===== src/rtl/alu_wb_queue.sv =====
// alu_wb_queue: consumer end of the Gumnut ALU result interface.
// Captures each ALU result, maintains the Z/C condition flags and queues
// register-file writes in a small FIFO drained under a valid/ready handshake.
// Optional macro ALUWB_BYPASS_EN: when the queue is empty and the register
// file is ready, a write goes straight through in the same cycle.
module alu_wb_queue #(
  parameter int DEPTH = 2,
  parameter int AW    = 3
) (
  input  logic          clk_i,
  input  logic          rst_ni,
  input  logic          valid_i,
  output logic          ready_o,
  input  logic [7:0]    res_i,
  input  logic          cout_i,
  input  logic [AW-1:0] rd_i,
  input  logic          wr_en_i,
  input  logic          flag_en_i,
  output logic          rf_we_o,
  output logic [AW-1:0] rf_waddr_o,
  output logic [7:0]    rf_wdata_o,
  input  logic          rf_ready_i,
  output logic          z_o,
  output logic          c_o,
  output logic          busy_o
);

  localparam int PW = (DEPTH > 1) ? $clog2(DEPTH) : 1;
  localparam int CW = $clog2(DEPTH + 1);

  // Queue storage: destination address and data per entry.
  logic [AW-1:0] addr_mem [DEPTH];
  logic [7:0]    data_mem [DEPTH];

  logic [PW-1:0] head_reg, head_next;
  logic [PW-1:0] tail_reg, tail_next;
  logic [CW-1:0] count_reg, count_next;
  logic          z_reg, z_next;
  logic          c_reg, c_next;

  logic acc;
  logic wr_req;
  logic enq;
  logic deq;
  logic not_empty;
  logic bypass;

  // ready depends only on occupancy, never on the register file side.
  assign ready_o   = (count_reg != CW'(DEPTH));
  assign not_empty = (count_reg != '0);
  assign acc       = valid_i & ready_o;
  // Writes to r0 are discarded; r0 always reads as zero.
  assign wr_req    = acc & wr_en_i & (rd_i != '0);

`ifdef ALUWB_BYPASS_EN
  // An empty queue with a ready register file lets the result skip the FIFO.
  assign bypass     = wr_req & ~not_empty & rf_ready_i;
  assign enq        = wr_req & ~bypass;
  assign rf_we_o    = not_empty | bypass;
  assign rf_waddr_o = bypass ? rd_i  : addr_mem[head_reg];
  assign rf_wdata_o = bypass ? res_i : data_mem[head_reg];
  assign deq        = not_empty & rf_ready_i;
`else
  // All register-file outputs come straight from the queue head.
  assign bypass     = 1'b0;
  assign enq        = wr_req;
  assign rf_we_o    = not_empty;
  assign rf_waddr_o = addr_mem[head_reg];
  assign rf_wdata_o = data_mem[head_reg];
  assign deq        = rf_we_o & rf_ready_i;
`endif

  assign busy_o = not_empty;
  assign z_o    = z_reg;
  assign c_o    = c_reg;

  // Next-state for pointers, occupancy and flags.
  always_comb begin
    head_next  = head_reg;
    tail_next  = tail_reg;
    count_next = count_reg;
    z_next     = z_reg;
    c_next     = c_reg;
    if (acc && flag_en_i) begin
      z_next = (res_i == 8'h00);
      c_next = cout_i;
    end
    if (enq) begin
      tail_next = PW'(tail_reg + 1'b1);
    end
    if (deq) begin
      head_next = PW'(head_reg + 1'b1);
    end
    case ({enq, deq})
      2'b10:   count_next = CW'(count_reg + 1'b1);
      2'b01:   count_next = CW'(count_reg - 1'b1);
      default: count_next = count_reg;
    endcase
  end

  // State register; reset drops any queued writes without issuing them.
  always_ff @(posedge clk_i) begin
    if (!rst_ni) begin
      head_reg  <= '0;
      tail_reg  <= '0;
      count_reg <= '0;
      z_reg     <= 1'b0;
      c_reg     <= 1'b0;
    end else begin
      head_reg  <= head_next;
      tail_reg  <= tail_next;
      count_reg <= count_next;
      z_reg     <= z_next;
      c_reg     <= c_next;
    end
  end

  // Entry storage is written at the tail; contents need no reset because
  // the occupancy count gates every use of them.
  always_ff @(posedge clk_i) begin
    if (enq) begin
      addr_mem[tail_reg] <= rd_i;
      data_mem[tail_reg] <= res_i;
    end
  end

  // bypass is only consumed when the optional path is compiled in.
  logic unused_bypass;
  assign unused_bypass = bypass;

endmodule


===== config.mk =====
export PLATFORM = sky130hd
export DESIGN_NAME = alu_wb_queue
export DESIGN_NICKNAME = d
export VERILOG_FILES = /design/src/rtl/alu_wb_queue.sv
export SDC_FILE = /design/constraint.sdc
export NUM_CORES = 1
export LEC_CHECK = 0
export ABC_CLOCK_PERIOD_IN_PS = 4610
export CAP_MARGIN = 15
export CORE_MARGIN = 5
export CORE_UTILIZATION = 49
export DETAILED_ROUTE_END_ITERATION = 10
export GPL_TIMING_DRIVEN = 0
export PLACE_DENSITY = 0.83
export SYNTH_ARGS = -nofsm -noshare
export SYNTH_HDL_FRONTEND = slang
export SYNTH_SLANG_ARGS = --single-unit

===== constraint.sdc =====
create_clock -name clk_i -period 4.61 [get_ports clk_i]
set_clock_uncertainty 0.1 [all_clocks]
set_input_delay 0.922 -clock clk_i [delete_from_list [all_inputs] [get_ports clk_i]]
set_output_delay 0.922 -clock clk_i [all_outputs]
set_load 0.01 [all_outputs]

After elaboration in Yosys (flattened, before gate mapping):

Memories as Yosys holds them, arrays and structs flattened. A register that Yosys moved wholly into a read port is not among the register bits.
Index checks and enable logic that the tools add are counted.

* bits in read-only memories: 0
* latch bits: 0
* RAM bits: 22
* flip-flop bits (word level): 6
* memories kept: 2

* bitwise operators: 4
* div/mod/pow operators: 0
* $lt $le $gt $ge: 0
* shift-type cells: 0
* reductions and logical operators: 5
* $add $sub $neg: 4
* eq/ne operators: 3
* multipliers: 0
* mux-type cells: 7

Memories
* data_mem: depth 2, width 8, rd ports 1, clocked after memory_dff 1, wr ports 1, RTL line 33 `logic [7:0] data_mem [DEPTH];`
* addr_mem: depth 2, width 3, rd ports 1, clocked after memory_dff 1, wr ports 1, RTL line 32 `logic [AW-1:0] addr_mem [DEPTH];`

Operator list (count)
* $logic_not 8->1: 1
* $mux 1: 6
* $and 1x1->1: 4
* $pmux 2 s2: 1
* $reduce_bool 2->1: 2
* $reduce_bool 3->1: 1
* $add 1x1->1 const B: 2
* $add 2x1->2 const B: 1
* $eq 2x1->1 const B: 1
* $eq 2x2->1 const B: 1
* $ne 2x2->1 const B: 1
* $sub 2x1->2 const B: 1
* $logic_and 1x1->1: 1

Depth between registers and ports, before layout:

* depth after elaboration: 6
* gate-level depth with buffers: 7
* mapped depth without buffers: 7

Least setup slack after synthesis:

Ideal clock, no wire load.

* kind: input-to-reg
* from: in rd_i[1]
* to: reg count_reg[1]
* path slack: 2264 ps
* data required time: 4440 ps
* arrival time: 2176 ps
* cell stages on the path: 5
* cells stage by stage: or3_1 -> nand4_2 -> ha_1 -> or3_1 -> a21boi_1

* cells in the longest elaborated chain, start to end: 4

Ends and longest elaborated chain
* from (decl): RTL line 16 `input logic [AW-1:0] rd_i,`
* $reduce_bool 3->1 (*): RTL line 53 `assign wr_req = acc & wr_en_i & (rd_i != '0);`
* $and 1x1->1 (*): RTL line 53
* $eq 2x1->1 / $eq 2x2->1 (equally long branches): RTL line 94 `case ({enq, deq})`
* $pmux 2 s2 / $reduce_bool 2->1 (equally long branches)
* to (signal assigned): RTL line 112 `count_reg <= count_next;`
* to (decl): RTL line 37 `logic [CW-1:0] count_reg, count_next;`

Mark *: on every way between the ends. The rest lies on a longest branch, timed or not.
A chain may end at the register's enable or synchronous reset.

==> impl_metrics.toml <==
[synthesis]
synth-main-ff-cell = "edfxtp_1"
synthArstFlopShare = 0
synth_top_area_frac = 0.578
synth_cells = 73
ys.warnings.count = 0
synth_area_per_cell_um2 = 15.6
synth_area_leaders = "edfxtp_1, dfxtp_1, mux2_1"
synthesis.area_um2 = 1140
synth_edf_count = 22
synth_most_common_cell = "edfxtp_1"
synth_common_cells = "edfxtp_1, mux2_1, dfxtp_1"
synth-seq-area-share = 0.701
syn-num-nets = 92
yosysUniqueCellTypes = 24
ys_ff_latch = 29
yosysTopAreaCell = "edfxtp_1"

[global_route]
grt_start_max_net_pins = 12
grt_pass1_wl_um = 3500
grt_usage = 0.142
overflow = 0
antenna_found_initial = 0
grt_pass1_vias = 782

[detailed_routing]
ant_nets = 0
dr_total_vias = 706
viasPerCell = 4.97
first_pass_iters = 3
post_drt_wl_per_cell_um = 14.7
drc = 0
wl_um = 2090
dr.first_iter.drc_count = 9

[sta]
fin_crit_sh = 0.600
min_period_ns = 2.77
setup_slack_ns = 1.84
tns_ns = 0
fmax_mhz = 362
setup_violations = 0
rsz0062_at_grt = "no"
tightest_slew_ns = 0.960
report.final.slew_viol_count = 0
slew_headroom = 0.358
hold_viol_final = 0

[layout]
multi_input_area_um2 = 322
fillers = 163
drive_above_1_share = 0.114
areaGrowthSynthToFinish_pct = 36.4
regArea_um2 = 801
antennaDiodeCount = 0
largest_reg_flops = 16
final_util = 0.704
fin_nets = 132

[hold_path]
holdPathStages = 2
hp-class = "reg -> reg"

[worst_setup_path]
slowest_delay_ns = 0.48
reg2regPathDepth = 4
path_delay_family = "buffers and inverters"
required_ns = 3.59
worstPathArrival_ns = 1.74
path_class = "reg -> out"
path_depth = 3
cp-end-kind = "output port"
path_max_fanout = 10
critPathLaunchType = "register"
path_cells = "buf_2, mux2_2, clkdlybuf4s50_1"
crit_buf_inv = 2
slowest_stage = "clkdlybuf4s50_1"

[status]
status = "finished clean"

[clock_network]
clk-insertion-delay-late_ns = 0.31
cts_resized = 0
cts_root_buf = "clkbuf_4"
cts_tree = "built"
post-cts-setup-buffers = 0
cts_hold_buf = 0
clock-sinks = 29
cts_buffer_depth = 2
cts_inserted_buffers = 5
cts.reportedPaths.clkPinSlew_ns = 0.08
cts.htree.levels = 2

[die]
initial_utilization = 0.516
coreArea_um2 = 2210
die_area_um2 = 3400
die_w_um = 58.3
io_pins = 34
die_y_um = 58.3
rows = 17

[flow_run]
maxCapViolations = 0

[power]
cellPowerDensity_nw_per_um2 = 436
ir_worst_vdd_mv = 0.304
p_leak_nw = 0.537

[placed_design]
gp_congestion = 0.749
dp_hpwl_um = 1560
place_ws_ns = 1.61
io_buffers = 33
[worst paths after layout]
path / startpoint / end / slack, ns
max: register / rf_wdata_o[6] / 1.84
min: tail_reg / tail_reg / 0.39
max reg2reg: count_reg[0] / addr_mem[1][1] / 2.56
min reg2reg: tail_reg / tail_reg / 0.39
[worst register-to-register path, cell delays in order, from the launching register on]
cell and delay, ns:
dfxtp_1 0.43, nor2b_1 0.11, inv_2 0.11, nand4_2 0.17, nor2_1 0.76
[per-layer routing]
metal | global-route usage | routed length [um] | vias up
met5 | 0 | 0 | -
met4 | 0.0497 | 36 | 0
met3 | 0.0735 | 169 | 5
met2 | 0.225 | 1040 | 21
met1 | 0.164 | 837 | 330
li1 | - | - | 350
[final cells by class]
type / count / area share
repair buffers: 33 / 0.212
multi-input cells: 40 / 0.206
clock buffers: 5 / 0.0241
plain buffers: 2 / 0.00803
flip-flops and latches: 29 / 0.514
inverters: 2 / 0.00482
well taps: 28 / 0.0225
clock inverters: 3 / 0.00803
[where the power goes]
group	switching [mW]	leakage [nW]	total [mW]	internal (mW)
combinational	0.0926	0.248	0.224	0.131
sequential	0.0131	0.259	0.321	0.308
clock	0.0795	0.0300	0.134	0.0550
[stage by stage]
step	cell area (um^2)	instances	hold WS, ns	power [mW]
5_1_grt	1560	142	0.424	0.724
3_5_place_dp	1510	134	0.381	0.553
6_report	1560	142	0.393	0.679
4_1_cts	1560	142	0.393	0.689
2_1_floorplan	1140	73	0.351	0.442
3_3_place_gp	1510	134	0.359	0.548
[cells in the final DEF (no fill, tap or decap), types with 2 or more instances in the layout]
cell type        count
a21boi_1             3
clkbuf_4             5
clkdlybuf4s50_1     33
clkinv_1             2
dfxtp_1              7
edfxtp_1            22
mux2_1               9
mux2_2               2
nand2_1              3
nor2_1               2
nor2b_1              3
nor4_1               2
o21ai_0              3
or3_1                2
xnor2_1              3
[kinds of logic (layout without fill, tap and decap cells)]
| kind of cell | count (synthesis) | in the layout | share of synthesized area |
|---|---|---|---|
| fa+ha+maj | 1 | 1 | 0.0110 |
| flops | 29 | 29 | 0.701 |
| compound gates | 7 | 7 | 0.0405 |
| mux | 12 | 12 | 0.117 |
| xor+xnor | 3 | 3 | 0.0230 |
| simple gates | 17 | 17 | 0.0898 |
| buf+inv | 4 | 45 | 0.0175 |
(Power assumes the default switching activity.)
